File: config.mk
export PLATFORM = sky130hd
export DESIGN_NAME = fp_div_iter
export DESIGN_NICKNAME = d
export VERILOG_FILES = /design/src/rtl/fp_div_iter.sv
export SDC_FILE = /design/constraint.sdc
export NUM_CORES = 1
export LEC_CHECK = 0
export BUFFER_PORTS_ARGS = -buffer_cell sky130_fd_sc_hd__buf_2
export CORE_ASPECT_RATIO = 0.5
export CORE_MARGIN = 2
export CORE_UTILIZATION = 59
export CTS_CLUSTER_DIAMETER = 100
export DETAILED_ROUTE_END_ITERATION = 10
export GPL_ROUTABILITY_DRIVEN = 0
export PLACE_DENSITY = 0.95
export SLEW_MARGIN = 30
export SYNTH_ARGS = -nofsm -noshare
export SYNTH_HDL_FRONTEND = slang
export SYNTH_SLANG_ARGS = --single-unit
File: constraint.sdc
create_clock -name clk -period 14.6 [get_ports clk]
set_clock_uncertainty 0.2 [all_clocks]
set_input_delay 2.92 -clock clk [delete_from_list [all_inputs] [get_ports clk]]
set_output_delay 2.92 -clock clk [all_outputs]
set_load 0.005 [all_outputs]
File: src/rtl/fp_div_iter.sv
// fp_div_iter: iterative restoring divider for unpacked FPU operands.
// Produces one quotient bit per clock; special operands (NaN, zero, inf)
// resolve in a single cycle without iterating.
// Optional macro FP_DIV_EARLY_EXIT_EN: stop iterating as soon as the partial
// remainder becomes exactly zero (quotient bits and exponent are unchanged).
//
// Handshake: start is sampled only in IDLE, and the accepting edge captures
// every operand input. busy is high from the next cycle until the DONE cycle
// inclusive. done is a one-cycle pulse, and the result outputs hold their
// values until the next accepted start. A start seen outside IDLE is dropped.
module fp_div_iter #(
    parameter int BIAS_DB = 1023,
    parameter int BIAS_SP = 127,
    parameter int ITER_DB = 56,
    parameter int ITER_SP = 27
) (
    input  logic        clk,
    input  logic        rst,
    input  logic        start,
    input  logic        db,
    input  logic        sa,
    input  logic        sb,
    input  logic [10:0] ea,
    input  logic [10:0] eb,
    input  logic [5:0]  lza,
    input  logic [5:0]  lzb,
    input  logic [52:0] fa,
    input  logic [52:0] fb,
    input  logic [3:0]  fla,
    input  logic [3:0]  flb,
    input  logic [52:0] nan,
    output logic        busy,
    output logic        done,
    output logic        sq,
    output logic [12:0] eq,
    output logic [56:0] fq,
    output logic        zq,
    output logic        iq,
    output logic        nq,
    output logic [52:0] nanq,
    output logic        inv,
    output logic        dbz
);

    typedef enum logic [1:0] {IDLE, RUN, DONE} state_t;

    state_t      state, state_nxt;
    logic        db_r;
    logic [52:0] fb_r;
    logic [53:0] rem;
    logic [5:0]  cnt;

    // Special-operand decode; flag vectors are {ZERO, INF, SNAN, NAN}.
    logic is_nan, is_snan, is_ind, is_dbz, is_inf, is_zero, special;
    logic [12:0] exp_calc;

    // Classify the incoming operands and form the rebiased exponent.
    always_comb begin
        is_nan   = fla[1] | fla[0] | flb[1] | flb[0];
        is_snan  = fla[1] | flb[1];
        is_ind   = (fla[3] & flb[3]) | (fla[2] & flb[2]);
        is_dbz   = flb[3] & ~fla[3] & ~fla[2];
        is_inf   = fla[2] & ~flb[2];
        is_zero  = fla[3] | flb[2];
        special  = is_nan | is_ind | is_dbz | is_inf | is_zero;
        exp_calc = {2'b00, ea} - {7'd0, lza} - {2'b00, eb} + {7'd0, lzb}
                 + (db ? 13'(BIAS_DB) : 13'(BIAS_SP));
    end

    // One restoring step: compare, conditionally subtract, shift.
    logic        ge;
    logic [53:0] diff;
    logic [53:0] rem_nxt;
    logic [5:0]  n_last;
    logic [5:0]  bit_idx;
    logic        run_end;

    // Datapath for the current iteration and the end-of-run decision.
    always_comb begin
        ge      = rem >= {1'b0, fb_r};
        diff    = rem - {1'b0, fb_r};
        rem_nxt = ge ? {diff[52:0], 1'b0} : {rem[52:0], 1'b0};
        n_last  = db_r ? 6'(ITER_DB - 1) : 6'(ITER_SP - 1);
        bit_idx = 6'd56 - cnt;
`ifdef FP_DIV_EARLY_EXIT_EN
        run_end = (cnt == n_last) | (ge & (diff == 54'd0));
`else
        run_end = (cnt == n_last);
`endif
    end

    // State register.
    always_ff @(posedge clk) begin
        if (rst) state <= IDLE;
        else     state <= state_nxt;
    end

    // Next-state logic and handshake outputs.
    always_comb begin
        state_nxt = state;
        busy      = 1'b0;
        done      = 1'b0;
        case (state)
            IDLE: if (start) state_nxt = special ? DONE : RUN;
            RUN: begin
                busy = 1'b1;
                if (run_end) state_nxt = DONE;
            end
            DONE: begin
                busy      = 1'b1;
                done      = 1'b1;
                state_nxt = IDLE;
            end
            default: state_nxt = IDLE;
        endcase
    end

    // Operand capture, special resolution and quotient accumulation.
    always_ff @(posedge clk) begin
        if (rst) begin
            db_r <= 1'b0;
            fb_r <= '0;
            rem  <= '0;
            cnt  <= '0;
            sq   <= 1'b0;
            eq   <= '0;
            fq   <= '0;
            zq   <= 1'b0;
            iq   <= 1'b0;
            nq   <= 1'b0;
            nanq <= '0;
            inv  <= 1'b0;
            dbz  <= 1'b0;
        end else begin
            case (state)
                IDLE: if (start) begin
                    db_r <= db;
                    fb_r <= fb;
                    rem  <= {1'b0, fa};
                    cnt  <= '0;
                    sq   <= sa ^ sb;
                    fq   <= '0;
                    zq   <= 1'b0;
                    iq   <= 1'b0;
                    nq   <= 1'b0;
                    nanq <= '0;
                    inv  <= 1'b0;
                    dbz  <= 1'b0;
                    eq   <= special ? 13'd0 : exp_calc;
                    if (is_nan) begin
                        nq   <= 1'b1;
                        nanq <= nan;
                        inv  <= is_snan;
                    end else if (is_ind) begin
                        nq   <= 1'b1;
                        inv  <= 1'b1;
                        nanq <= {1'b0, 1'b1, 51'd0};
                    end else if (is_dbz) begin
                        iq   <= 1'b1;
                        dbz  <= 1'b1;
                    end else if (is_inf) begin
                        iq   <= 1'b1;
                    end else if (is_zero) begin
                        zq   <= 1'b1;
                    end
                end
                RUN: begin
                    fq[bit_idx] <= ge;
                    rem         <= rem_nxt;
                    cnt         <= cnt + 6'd1;
                    // Remainder after the final shift is zero on an exact exit.
                    if (run_end) fq[0] <= (rem_nxt != 54'd0);
                end
                default: ;
            endcase
        end
    end

endmodule

; ---- Word level (Yosys, flattened, before mapping)
; Index checks and enable logic that the tools add are counted.
[totals]
ff_bits = 245
inputBits = 207
out_inout_bits = 131
elab_cells = 93
[op_classes]
addsub = 7
n_lt_le_gt_ge = 3
n_eq_ne = 5
mux = 37
bitwise = 19
reduce_logical = 8
[ops]
columns = cell, count
row1 = case mux 57 bit (2 select lines), 1
row2 = 2-to-1 mux 54 bit, 2
row3 = case mux 54 bit (2 select lines), 1
row4 = bitwise mux 57 bit, 1
row5 = 2-to-1 mux 57 bit, 1
row6 = greater-or-equal comparator 54 x 53 -> 1 bit, 1
row7 = nonzero test 54 bit, 1
row8 = 2-to-1 mux 53 bit, 1
row9 = subtractor 53 bit, 1
row10 = 2-to-1 mux 52 bit, 1
row11 = 2-to-1 mux 1 bit, 19
row12 = adder 13 x 10 -> 13 bit, 1
row13 = adder 13 x 6 -> 13 bit, 1
row14 = 2-to-1 mux 13 bit, 1
row15 = subtractor 12 x 12 -> 13 bit, 1
row16 = 2-to-1 mux 6 bit, 2
row17 = case mux 6 bit (2 select lines), 1
row18 = subtractor 11 x 6 -> 12 bit, 1
row19 = 2-to-1 mux 10 bit, 1
row20 = OR 1 bit, 10
row21 = less-than comparator 6 x 7 -> 1 bit (second input constant), 1
row22 = adder 6 x 1 -> 6 bit (second input constant), 1
row23 = demux 1 bit (select 6 bit), 1
row24 = == test 6 bit, 1
row25 = 15 further kinds, 26

; ---- Longest topological paths before layout
; Gate-level depths: netlist of run 1.
[depth]
depth_word = 10
mapped_depth = 22
depth_no_buf = 22

; ---- Worst setup path after synthesis of run 1
; Ideal clock, no wire load.
[synth_timing]
path_kind = input to register
from = input port ea[0]
to = register eq[12]
setup_ps = 70
arrival_time_ps = 6817
required_ps = 14330
slack_ps = 7513
cell_stages = 21
path_cell_list = inv_1 ha_1 inv_1 fa_1 a21o_1 a21oi_1 nor2b_1 o21a_1 or3_1 nor2_1 xor2_1 fa_1 ha_1 ha_1 a21boi_0 o21ai_0 a21boi_0 o21ai_0 nor4b_1 o21ai_0 a21oi_1
[synth_between]
elab_chain_len = 5
[synth_rtl]
columns = element, line_no
row1 = start: declaration, 23  ; input logic [10:0] ea,
row2 = subtractor 11 x 6 -> 12 bit, 66  ; exp_calc = {2'b00, ea} - {7'd0, lza} - {2'b00, eb} + {7'd0, lzb}
row3 = subtractor 12 x 12 -> 13 bit, 66
row4 = adder 13 x 6 -> 13 bit, 66
row5 = adder 13 x 10 -> 13 bit, 67  ; + (db ? 13'(BIAS_DB) : 13'(BIAS_SP));
row6 = 2-to-1 mux 13 bit, 149  ; eq <= special ? 13'd0 : exp_calc;
row7 = end signal: assignment, 149
row8 = end: declaration, 35  ; output logic [12:0] eq,
; Every way passes these cells.
; A chain may end at the register's enable or synchronous reset.

; ---- Final worst setup path of run 1
; Ends and elaborated chain as after synthesis.

==> impl_metrics.csv, run 1 <==
group,metric,value,unit
yosys,synth_cells,1963,
sta,worstMarginPinSlew,0.949,ns
yosys,ys_async_sr_fraction,0,
sta,relSlewSlack,0.368,
yosys,ys.flop_type,"dfxtp_1",
yosys,ys_seq_area_frac,0.333,
die,coreArea,24300,um^2
yosys,syn_area,14700,um^2
yosys,ys_types,80,
cts,cts_sinks,245,
grt,track_usage,0.342,
cts,post_cts_resized,0,
power,p_leak,7.54,nW
yosys,synth-edff-count,0,
sta,rsz0062_at_grt,"no",
placed_design,dpl.hpwl,33700,um
yosys,avgSynthCellArea,7.50,um^2
cts,cts_tree,"built",
setup_path,crit_path_max_fanout,3,
sta,fmax,138,MHz
setup_path,rrSetupSlack,9.87,ns
cts,clk_path_buf_depth,3,
finish,nets,2508,
setup_path,endpoint_kind,"flip-flop",
power,ir_drop,0.0891,mV
yosys,synth.top_cell.area_share,0.333,
grt,first_global_vias,14500,
yosys,yosysTopAreaCell,"dfxtp_1",
cts,postCtsSetupBuffers,0,
grt,grt_pass1_wl,72900,um
finish,drive_above_1_share,0.190,
cts,cts-buffers-inserted,22,
setup_path,cp.arrival,7.52,ns
sta,slew_violations,0,
detailed_routing,drtAntennaViolNets,0,
finish,syn2layout_area_growth,17.0,%
cts,clk_pin_slew,0.07,ns
setup_path,start_kind,"primary input",
detailed_routing,via_per_inst,6.19,
detailed_routing,vias,15800,
detailed_routing,drc_errors,0,
cts,htreeDepth,1,
min_path,min_delay_path_depth,2,
yosys,synthTopCellsByArea,"dfxtp_1, nand2_1, a21oi_1, ha_1, nor2_1",
yosys,synth_warnings,0,
setup_path,crit_required,14.87,ns
sta,tns,0,ns
finish,fillers,1851,
detailed_routing,drt_pass1_iterations,11,
setup_path,reg2reg_depth,16,
die,ios,338,
power,power,2.03,mW
sta,setup_viol,0,
sta,finalHoldViolCount,0,
die,fp-row-count,40,
detailed_routing,wl_per_cell,18.3,um
die,start_util,0.607,
die,dieHeight,116,um
grt,grt-ovfl-total,0,
setup_path,r2r-start,"rem[0]",
die,die_x,227,um
cts,ctsHoldBuffers,0,
yosys,ys_ff_latch,245,
detailed_routing,routed_wl,46700,um
sta,fin_crit,7.25,ns
setup_path,timing.rr.end,"fq[0]",
yosys,syn-num-nets,2269,
cts,clockRootBuffer,"clkbuf_16",
sta,finalCritPeriodShare,0.496,
power,power.density,118,nW/um^2
detailed_routing,drtIter0Drc,2162,
run_status,status,"complete, no violations",
grt,antenna_found_initial,2,
placed_design,port_buffers,337,
grt,grt_max_degree,91,
setup_path,worstSetupPathType,"in2reg",
flow_run,drv_cap,0,
min_path,hp-start,"nanq[31]",
min_path,hp-class,"reg2reg",
die,dieArea,26300,um^2
min_path,holdPathEnd,"nanq[31]",
cts,clock_latency,0.55,ns
==> per-layer routing <==
metal / vias to the layer above / wire (um) / track usage
met3: 159 / 5120 / 0.0733
met1: 7258 / 18900 / 0.445
li1: 7418 / - / -
met2: 974 / 20700 / 0.556
met5: - / 0 / 0
met4: 0 / 2000 / 0.146
==> registers in the layout (all words and copies together), names as in the netlist, 2 cells and up <==
register and count:
fq 57, rem 54, fb_r 53, nanq 53, eq 13, cnt 6, state 2
==> stage by stage <==
stage / std cells / util / area, um^2 / hold slack (ns) / setup WS (ns)
2_1_floorplan: 1963 / - / 14700 / 0.236 / 7.51
3_3_place_gp: 2514 / 0.678 / 16400 / 0.236 / 7.09
3_5_place_dp: 2514 / 0.679 / 16500 / 0.245 / 6.93
4_1_cts: 2553 / 0.709 / 17200 / 0.254 / 7.46
5_1_grt: 2555 / 0.709 / 17200 / 0.270 / 7.02
6_report: 2555 / 0.709 / 17200 / 0.251 / 7.35
==> cell usage after synthesis, types with 13 or more instances <==
cell type	instances
nand2_1	382
a21oi_1	265
dfxtp_1	245
nor2_1	152
clkbuf_1	113
inv_1	108
ha_1	87
o21ai_0	81
a311oi_1	50
a222oi_1	38
xnor2_1	35
nor3_1	30
xor2_1	27
a21o_1	26
nand4_1	26
nor4_1	23
nand3_1	19
o21bai_1	16
a22oi_1	15
buf_1	14
nor2b_1	13
==> worst max-delay path: stages <==
cell and delay (ns):
buf_2 0.09, inv_1 0.08, ha_1 0.15, inv_1 0.06, fa_1 0.40, a21o_1 0.17
a21oi_1 0.23, xnor2_1 0.17, fa_1 0.44, ha_1 0.33, ha_1 0.35, nor2b_1 0.14
o21ai_0 0.22, a21boi_0 0.15, o21ai_0 0.28, a21boi_0 0.17, o21ai_0 0.23, a21boi_0 0.15
o21ai_0 0.25, nor4b_1 0.25, o21ai_0 0.12, a21oi_1 0.19
==> cells in the final DEF (no fill, tap or decap), types with 5 or more instances in the layout <==
cell type / Yosys / routed
a21o_1: 26 / 26
nand3_1: 19 / 19
nand2_1: 382 / 381
a311oi_1: 50 / 50
a211oi_1: 12 / 12
o21ai_0: 81 / 81
inv_1: 108 / 108
a21oi_1: 265 / 265
and2_1: 9 / 8
dfxtp_1: 245 / 245
nor4_1: 23 / 21
a222oi_1: 38 / 38
buf_2: 8 / 336
nor2b_1: 13 / 13
clkbuf_16: 0 / 22
fa_1: 12 / 12
or3_1: 12 / 12
o211ai_1: 6 / 6
a31oi_1: 6 / 6
nor3_1: 30 / 30
o21a_1: 8 / 7
a22oi_1: 15 / 15
and3_1: 8 / 8
a21boi_0: 7 / 7
o21ai_1: 5 / 5
buf_4: 1 / 18
nor2_1: 152 / 151
o31ai_1: 7 / 7
nand2b_1: 10 / 10
xor2_1: 27 / 27
nand4_1: 26 / 26
ha_1: 87 / 87
xnor2_1: 35 / 35
a221oi_1: 10 / 10
o21bai_1: 16 / 16
==> power by group <==
group	internal, mW	switching, mW
logic	0.253	0.435
registers	0.698	0.0234
clock network	0.333	0.283
total	1.28	0.741
==> cell families (layout without fill, tap and decap cells) <==
family	count (synthesis)	in the layout	share of synthesized area
XOR/XNOR	62	62	0.0369
adder cells (fa/ha/maj)	99	99	0.0902
other	0	2	0
AND/OR/NAND/NOR	709	709	0.210
multiplexers	5	5	0.00365
buffers and inverters	248	502	0.0652
flip-flops	245	245	0.333
AO/OA/AOI/OAI	595	595	0.261
==> final cells by class <==
class	instances	area, um^2	share of cell area
clock inverters	11	144	0.00836
clock buffers	28	603	0.0350
multi-input cells	1470	8920	0.518
inverters	109	409	0.0238
repair buffers	354	1820	0.105
well taps	336	420	0.0244
flip-flops and latches	245	4900	0.285
diodes	2	5.00	0.000291
==> worst max-delay path by stage <==
| stage | start | cells after the start | slack, ns | end |
|---|---|---|---|---|
| detailed placement | ea[0] | 22 | 6.93 | eq[12] |
| finish | ea[0] | 22 | 7.35 | eq[12] |
| CTS | ea[0] | 22 | 7.46 | eq[12] |
| global placement | ea[0] | 22 | 7.09 | eq[12] |
| global route | ea[0] | 22 | 7.02 | eq[12] |
| floorplan | ea[0] | 21 | 7.51 | eq[12] |
(Power assumes the default switching activity.)
==> run 2: changes to the inputs <==
ABC_AREA = 1   (was not set)
CORE_UTILIZATION = 51   (was 59)
PLACE_DENSITY = 0.89   (was 0.95)
clock period = 5.85 ns   (was 14.6 ns; I/O delays follow)
==> run 2 against run 1 <==
Routed wire length is 4.4% higher. Combinational power grew to 2.8 times the previous value. Worst hold slack better by 0.014 ns. Clock power is 140% higher. Core utilization is 9.9 points lower. Cell area is 8.4% higher. Global-route usage is 5.4 points lower. Critical path type unchanged. Largest cell class unchanged.
==> impl_metrics.csv, run 2 <==
group,metric,value,unit
yosys,synth_cells,2503,
setup_path,endpoint_kind,"flip-flop",
cts,clock_latency,0.56,ns
grt,first_global_vias,15900,
cts,clk_pin_slew,0.07,ns
grt,grt_max_degree,125,
sta,tns,0,ns
yosys,synth_fa_ha_area_frac,0.0832,
yosys,ys.flop_type,"dfxtp_1",
detailed_routing,drt_pass1_iterations,6,
yosys,yosysTopAreaCell,"dfxtp_1",
cts,cts_tree,"built",
sta,fmax,191,MHz
yosys,synth-compound-area-share,0.165,
grt,grt-ovfl-total,0,
sta,worstMarginPinSlew,0.769,ns
sta,setup_viol,0,
detailed_routing,routed_wl,48700,um
setup_path,crit_required,6.07,ns
cts,htreeDepth,1,
flow_run,drv_cap,0,
yosys,synth_most_common_cell,"nand2_1",
die,dieArea,32800,um^2
yosys,avgSynthCellArea,6.38,um^2
placed_design,port_buffers,337,
setup_path,r2r-start,"rem[0]",
finish,largest_reg_flops,57,
yosys,synthTopCellsByCount,"nand2_1, inv_1, dfxtp_1, nor2_1, o21ai_0",
detailed_routing,vias,17400,
die,fp-row-count,45,
detailed_routing,drc_errors,0,
yosys,synth-simple-area-share,0.312,
grt,grt_pass1_wl,77900,um
finish,final_cells,3222,
detailed_routing,wl_per_cell,15.1,um
yosys,ys_async_sr_fraction,0,
setup_path,rrSetupSlack,1.40,ns
min_path,holdPathEnd,"eq[9]",
finish,reg_top3,"fq: 57 flops, rem: 54 flops",
setup_path,worstSetupPathType,"in2reg",
sta,rsz0062_at_grt,"no",
yosys,synth_warnings,0,
placed_design,dpl.hpwl,37300,um
grt,track_usage,0.288,
yosys,synth_xor_area_frac,0.0192,
die,coreArea,30600,um^2
setup_path,start_kind,"primary input",
die,ios,338,
detailed_routing,via_per_inst,5.40,
power,power,5.23,mW
setup_path,reg2reg_depth,22,
setup_path,timing.rr.end,"fq[0]",
yosys,synth_top_family_by_area,"simple AND/OR/NAND/NOR gates",
finish,final_common_cell,"nand2_1",
sta,timing.final.ws_setup,0.613,ns
setup_path,crit_path_max_fanout,2,
cts,cts-buffers-inserted,23,
sta,finalHoldViolCount,0,
power,power.density,280,nW/um^2
setup_path,cp.arrival,5.46,ns
finish,largest-register,"fq",
yosys,syn_area,16000,um^2
yosys,syn-num-nets,2809,
min_path,hp-start,"eq[9]",
yosys,synth-edff-count,0,
sta,fin_crit,5.24,ns
cts,postCtsSetupBuffers,0,
finish,syn2layout_area_growth,16.9,%
min_path,min_delay_path_depth,2,
grt,antenna_found_initial,3,
power,p_leak,9.65,nW
sta,finalCritPeriodShare,0.895,
placed_design,dp.cells,3178,
cts,clockRootBuffer,"clkbuf_16",
die,dieHeight,129,um
cts,clk_path_buf_depth,3,
cts,ctsHoldBuffers,0,
sta,slew_violations,0,
finish,drive_above_1_share,0.158,
yosys,ys_types,50,
die,die_x,254,um
cts,cts_sinks,245,
cts,post_cts_resized,0,
detailed_routing,drtIter0Drc,1629,
power,ir_drop,0.253,mV
yosys,synthTopCellsByArea,"dfxtp_1, nand2_1, inv_1, ha_1, nor2_1",
yosys,ys_ff_latch,245,
yosys,ys_seq_area_frac,0.307,
run_status,status,"complete, no violations",
min_path,hp-class,"reg2reg",
placed_design,place_ws,0.0880,ns
finish,nets,3086,
finish,layout_common_cells,"nand2_1, inv_1, buf_2",
sta,relSlewSlack,0.488,
detailed_routing,drtAntennaViolNets,0,
die,start_util,0.522,
yosys,synth.top_cell.area_share,0.307,
yosys,synthMuxAreaShare,0,
==> run 2: changes by cell type after synthesis, moves of 25 or more <==
cell,change
clkbuf_1,-32
nand3_1,+74
a21o_1,-25
xnor2_1,-27
a21oi_1,-127
nor3_1,+43
a311oi_1,-50
nor2_1,+86
a31oi_1,+47
inv_1,+251
a222oi_1,-38
o21ai_0,+60
nand2_1,+337
==> run 2: power by group <==
part           switching (mW)  total [mW]  internal, mW
Clock                   0.703        1.49         0.792
Combinational            1.28        1.92         0.640
Sequential             0.0478        1.81          1.76
==> run 2: logic make-up (layout without fill, tap and decap cells) <==
group                      after synthesis  after routing
xor gates and xnor gates                35             35
DFF                                    245            245
and+or+nand+nor                       1207           1207
buffers and inverters                  469            763
AOI/OAI and AO/OA                      448            448
other                                    0              2
adders and majority gates               99             99
==> run 2: worst max-delay path by stage <==
| stage | startpoint | end | slack (ns) | cells past startpoint |
|---|---|---|---|---|
| floorplan | ea[0] | eq[12] | 0.60 | 27 |
| detailed placement | ea[0] | eq[12] | 0.09 | 28 |
| global placement | ea[0] | eq[12] | 0.27 | 28 |
| CTS | ea[0] | eq[12] | 0.66 | 28 |
| global route | ea[0] | eq[12] | 0.27 | 27 |
| finish | ea[0] | eq[12] | 0.61 | 28 |
==> run 2: cell type report <==
class                           count  area, um^2
Clock inverter                      9        77.6
Clock buffer                       33         653
Sequential cell                   245        4900
Multi-Input combinational cell   1789        9280
Tap cell                          423         529
Timing Repair Buffer              349        1820
Fill cell                        2791       11900
Inverter                          372        1400
Antenna cell                        2        5.00
==> run 2: critical path, cell delays in order <==
cell and delay [ns]:
buf_2 0.09, inv_1 0.04, ha_1 0.14, inv_1 0.06, fa_1 0.40, a31oi_1 0.24
nor2_1 0.07, or2_2 0.27, a21oi_1 0.13, inv_1 0.06, nor2_1 0.09, inv_1 0.06
nor2_1 0.16, xor2_1 0.23, fa_1 0.45, ha_1 0.30, ha_1 0.30, inv_1 0.05
or2_2 0.30, nand2_1 0.10, a21oi_1 0.08, or2_2 0.29, nand2_1 0.06, a21oi_1 0.06
inv_1 0.06, nand2_1 0.05, nand3_1 0.07, a21oi_1 0.07
==> run 2: per-stage QoR <==
step | cell area (um^2) | hold WS (ns) | utilization
after floorplan | 16000 | 0.235 | -
after global placement | 17900 | 0.251 | 0.584
after detailed placement | 17900 | 0.257 | 0.586
after CTS | 18700 | 0.267 | 0.610
after global routing | 18700 | 0.286 | 0.610
final | 18700 | 0.265 | 0.610
==> run 2: layer usage <==
metal  vias to the layer above  global-route usage  share of wire
met5                         -                   0        0.00029
li1                       8612                   -              -
met4                         2               0.104          0.039
met1                      7880               0.375           0.43
met3                       156              0.0478          0.081
met2                       756               0.486           0.45
